[src/rtl/uart_tx_stream.sv]
// UART transmitter fed from a valid/ready word stream.
// Frames: start, LSB-first data, optional parity, 1-2 stop bits.
module uart_tx_stream #(
   parameter int size_p         = 8,
   parameter int clks_per_bit_p = 16,
   parameter int parity_p       = 0,
   parameter int stop_bits_p    = 1,
   parameter int cw_p           = $clog2(clks_per_bit_p)
) (
   input  logic              clk,
   input  logic              rst,
   input  logic [size_p-1:0] data_i,
   input  logic              valid_i,
   output logic              ready_o,
   output logic              tx_o,
   output logic              busy_o
);

   if (clks_per_bit_p < 2 || parity_p < 0 || parity_p > 2 ||
       stop_bits_p < 1 || stop_bits_p > 2) begin : g_bad_param
      $error("uart_tx_stream: illegal parameter value");
   end

   localparam int iw_lp = (size_p > 2) ? $clog2(size_p) : 1;
   localparam logic [cw_p-1:0]  BAUD_LAST = cw_p'(clks_per_bit_p - 1);
   localparam logic [cw_p-1:0]  BAUD_ONE  = cw_p'(1);
   localparam logic [iw_lp-1:0] DATA_LAST = iw_lp'(size_p - 1);
   localparam logic [iw_lp-1:0] STOP_LAST = iw_lp'(stop_bits_p - 1);
   localparam logic [iw_lp-1:0] IDX_ONE   = iw_lp'(1);

   typedef enum logic [2:0] {
      IDLE,
      START,
      DATA,
      PARITY,
      STOP
   } state_e;

   state_e             state_q, state_d;
   logic [cw_p-1:0]    cnt_q, cnt_d;
   logic [iw_lp-1:0]   idx_q, idx_d;
   logic [size_p-1:0]  data_q, data_d;
   logic               tx_q, tx_d;
   logic               busy_q, busy_d;
   logic               bit_end;
   logic               accept;

   assign bit_end = (cnt_q == BAUD_LAST);
   assign ready_o = !rst && (state_q == IDLE ||
                    (state_q == STOP && idx_q == STOP_LAST && bit_end));
   assign accept  = valid_i && ready_o;
   assign tx_o    = tx_q;
   assign busy_o  = busy_q;

   always_comb begin
      state_d = state_q;
      cnt_d   = cnt_q;
      idx_d   = idx_q;
      data_d  = data_q;
      unique case (state_q)
         IDLE: begin
            if (accept) begin
               state_d = START;
               cnt_d   = '0;
               idx_d   = '0;
               data_d  = data_i;
            end
         end
         START: begin
            if (bit_end) begin
               state_d = DATA;
               cnt_d   = '0;
               idx_d   = '0;
            end else begin
               cnt_d = cnt_q + BAUD_ONE;
            end
         end
         DATA: begin
            if (bit_end) begin
               cnt_d = '0;
               if (idx_q == DATA_LAST) begin
                  idx_d   = '0;
                  state_d = (parity_p != 0) ? PARITY : STOP;
               end else begin
                  idx_d = idx_q + IDX_ONE;
               end
            end else begin
               cnt_d = cnt_q + BAUD_ONE;
            end
         end
         PARITY: begin
            if (bit_end) begin
               state_d = STOP;
               cnt_d   = '0;
               idx_d   = '0;
            end else begin
               cnt_d = cnt_q + BAUD_ONE;
            end
         end
         STOP: begin
            if (bit_end) begin
               cnt_d = '0;
               if (idx_q == STOP_LAST) begin
                  idx_d = '0;
                  if (accept) begin
                     state_d = START;
                     data_d  = data_i;
                  end else begin
                     state_d = IDLE;
                  end
               end else begin
                  idx_d = idx_q + IDX_ONE;
               end
            end else begin
               cnt_d = cnt_q + BAUD_ONE;
            end
         end
         default: state_d = IDLE;
      endcase
   end

   // Line level is registered from the next state so tx_o leads no logic.
   always_comb begin
      tx_d   = 1'b1;
      busy_d = (state_d != IDLE);
      unique case (state_d)
         START:   tx_d = 1'b0;
         DATA:    tx_d = data_d[idx_d];
         PARITY:  tx_d = (parity_p == 2) ? ~^data_d : ^data_d;
         default: tx_d = 1'b1;
      endcase
   end

   always_ff @(posedge clk) begin
      if (rst) begin
         state_q <= IDLE;
         cnt_q   <= '0;
         idx_q   <= '0;
         data_q  <= '0;
         tx_q    <= 1'b1;
         busy_q  <= 1'b0;
      end else begin
         state_q <= state_d;
         cnt_q   <= cnt_d;
         idx_q   <= idx_d;
         data_q  <= data_d;
         tx_q    <= tx_d;
         busy_q  <= busy_d;
      end
   end

endmodule

[config.mk]
export PLATFORM = sky130hd
export DESIGN_NAME = uart_tx_stream
export DESIGN_NICKNAME = d
export VERILOG_FILES = /design/src/rtl/uart_tx_stream.sv
export SDC_FILE = /design/constraint.sdc
export NUM_CORES = 1
export LEC_CHECK = 0
export ABC_CLOCK_PERIOD_IN_PS = 6700
export CAP_MARGIN = 20
export CELL_PAD_IN_SITES_DETAIL_PLACEMENT = 1
export CELL_PAD_IN_SITES_GLOBAL_PLACEMENT = 1
export CORE_MARGIN = 2
export CORE_UTILIZATION = 44
export DETAILED_ROUTE_END_ITERATION = 16
export PLACE_DENSITY_LB_ADDON = 0.1
export SLEW_MARGIN = 20
export SYNTH_ARGS = -nofsm -noshare
export SYNTH_HDL_FRONTEND = slang
export SYNTH_SLANG_ARGS = --single-unit
[constraint.sdc]
create_clock -name clk -period 6.7 [get_ports clk]
set_clock_uncertainty 0.05 [all_clocks]
set_input_delay 0.67 -clock clk [delete_from_list [all_inputs] [get_ports clk]]
set_output_delay 0.67 -clock clk [all_outputs]
set_load 0.05 [all_outputs]
==> flow_summary.json <==
{
  "status": "complete, no violations",
  "grt_use_total_pct": 19.6,
  "power.leakage_nw": 0.514,
  "slew_headroom_pct": 47.9,
  "die_area_mm2": 0.00326,
  "intPower_mw": 0.181,
  "grt_overflow": 0,
  "final_cell_count_no_fill": 188,
  "htreeDepth": 1,
  "cp-end-kind": "primary output",
  "post-place-ws_ns": 3.15,
  "clkPwrFrac_pct": 27.5,
  "yosysSeqAreaShare_pct": 32.3,
  "setup_tns_ns": 0,
  "vias": 1100,
  "clkTransAtPathRegs_ns": 0.10,
  "fmax_ghz": 0.289,
  "grt_pass1_vias": 1113,
  "multiInputGateArea_um2": 792,
  "rrSetupSlack_ns": 4.05,
  "powerDensity_mw_per_mm2": 175,
  "numCtsBuffers": 3,
  "rsz0062_at_grt": "false",
  "cts-root-buf": "clkbuf_4",
  "regArea_um2": 400,
  "drive_gt1_share_pct": 7.64,
  "timing.final.crit_share_pct": 51.7,
  "ys_seq_elements": 20,
  "drv_cap": 0,
  "cp_max_fo": 21,
  "syn_to_final_growth_pct": 13.8,
  "post-route-cell-area_mm2": 0.00141,
  "routedWlPerCell_um": 15.7,
  "p_sw_mw": 0.0663,
  "swShare_pct": 26.8,
  "first_pass_iters": 4,
  "synth_cells": 146,
  "die_w_um": 57.1,
  "rr_startpoint": "cnt_q[0]",
  "cts.path.max_buffers": 2,
  "post-route-drc-count": 0,
  "die_h_um": 57.1,
  "syn-cell-area_mm2": 0.00124,
  "synth_warnings": 0,
  "seq_power_share_pct": 51.5,
  "rows": 19,
  "io_pins": 14,
  "cts_tree": "built",
  "fin_nets": 173,
  "synth_flop_cell": "dfxtp_1",
  "drtIter0Drc": 24,
  "fillers": 344,
  "r2r_cells": 8,
  "clk_latency_ns": 0.29,
  "placed_cell_area_mm2": 0.00138,
  "setup_ws_ns": 3.24,
  "async_flop_share_pct": 0,
  "cts.repair.resized": 0,
  "wl_um": 2940,
  "timing.hold.ws_ns": 0.448,
  "dp_hpwl_um": 2300,
  "holdCritPathClass": "register to register",
  "grt_pass1_wl_um": 5010,
  "start_util_pct": 45.8,
  "start_kind": "input port",
  "grt_max_degree": 22,
  "rr_endpoint": "tx_o",
  "post-cts-setup-buffers": 0,
  "slew_viol_final": 0,
  "comb_power_share_pct": 21.1,
  "cts.hold.buffers_added": 0,
  "worstHoldEndpoint": "data_q[0]",
  "portBuffers": 13,
  "arrival_ns": 2.74,
  "syn_nets": 161,
  "fin_util_pct": 52.1,
  "ant_nets": 0,
  "dpl.cell_count": 184,
  "cp.required_ns": 5.98,
  "hold_violations": 0,
  "worstMarginPinSlew_ns": 0.780,
  "cts_sinks": 20,
  "finalCriticalPeriod_ns": 3.46,
  "total_power_mw": 0.247,
  "finalSetupViolCount": 0,
  "min_from": "data_q[0]",
  "gp_congestion": 0.784,
  "antenna_found_initial": 0,
  "core_mm2": 0.00271,
  "worstHoldPathCells": 2,
  "worstSetupPathType": "input port to primary output",
  "peakVddDrop_mv": 0.140,
  "syn_area_per_cell_um2": 8.50,
  "synth_enable_flop_cells": 0,
  "routed_via_density": 5.85,
  "synth.distinct_cells": 43,
  "antenna_cells": 0
}
-- state kept, by name, indices dropped and copies added, names as in the netlist --
name,count
state_q,3
idx_q,3
tx_o,1
data_q,8
cnt_q,4
busy_o,1
-- power groups by stage --
stage	combinational [mW]	clock, mW	sequential [mW]
2_1_floorplan	0.0354	0	0.131
3_3_place_gp	0.0506	0	0.130
3_5_place_dp	0.0527	0	0.130
4_1_cts	0.0530	0.0709	0.127
5_1_grt	0.0565	0.0776	0.128
6_report	0.0521	0.0679	0.127
-- final cells by class --
cell class / count / share of cell area [%]
multi-input combinational: 116 / 56.1
sequential: 20 / 28.3
timing repair buffer: 13 / 9.21
tap: 31 / 2.75
clock buffer: 4 / 2.57
inverter: 4 / 1.06
-- per-layer routing --
metal | up-vias | part of all wire, % | wire (um) | global-route usage [%]
met5 | - | 0 | 0 | 0
met1 | 537 | 44 | 1300 | 23.6
met4 | 0 | 0.99 | 29 | 5.98
met3 | 4 | 2.2 | 66 | 2.72
li1 | 544 | - | - | -
met2 | 15 | 52 | 1540 | 36.0
-- worst max-delay path: stages --
cell and delay, ns:
clkdlybuf4s50_1 0.81, nor4_1 0.41, clkdlybuf4s50_1 0.86
-- synthesized netlist by cell type (2+ instances only) --
cell,count,area share [%]
dfxtp_1,20,32
nand2_1,18,5.4
nor2_1,14,4.2
a21oi_1,12,4.8
xnor2_1,9,6.4
mux2i_1,5,4.0
xor2_1,5,3.5
ha_1,4,4.0
inv_1,4,1.2
nand2b_1,4,2.0
nand3_1,4,1.6
a22oi_1,3,1.8
a31oi_1,3,1.5
buf_2,3,1.2
nor3_1,3,1.2
o21ai_0,3,1.2
a211o_1,2,1.4
clkbuf_1,2,0.61
nor2b_1,2,1.0
o2111ai_1,2,1.4
o31a_1,2,1.4
-- logic make-up (layout without fill, tap and decap cells) --
family                     after synthesis  count (layout)  synth area share (%)
and+or+nand+nor                         54              54                  21.0
AOI/OAI and AO/OA                       38              38                  23.7
DFF                                     20              20                  32.3
xor gates and xnor gates                14              14                  9.88
buffers and inverters                   10              21                  3.93
muxes                                    6               6                  5.24
adders and majority gates                4               4                  4.03
-- worst max-delay path by stage --
stage	from	end	slack, ns
floorplan	cnt_q[0]	ready_o	3.46
global route	rst	ready_o	3.06
detailed placement	rst	tx_o	3.15
CTS	rst	ready_o	3.20
global placement	rst	ready_o	3.26
finish	rst	ready_o	3.24
-- cell usage in the layout, fill, tap and decap left out, types with 3 or more instances in the layout --
master	count
a31oi_1	3
clkdlybuf4s50_1	13
ha_1	4
o21ai_0	3
a22oi_1	3
xor2_1	5
dfxtp_1	20
mux2i_1	5
nand3_1	4
nor2_1	14
a21oi_1	12
nor3_1	3
nand2b_1	4
nand2_1	18
xnor2_1	9
clkbuf_4	3
inv_1	4
Power figures use the tool's default switching activity.
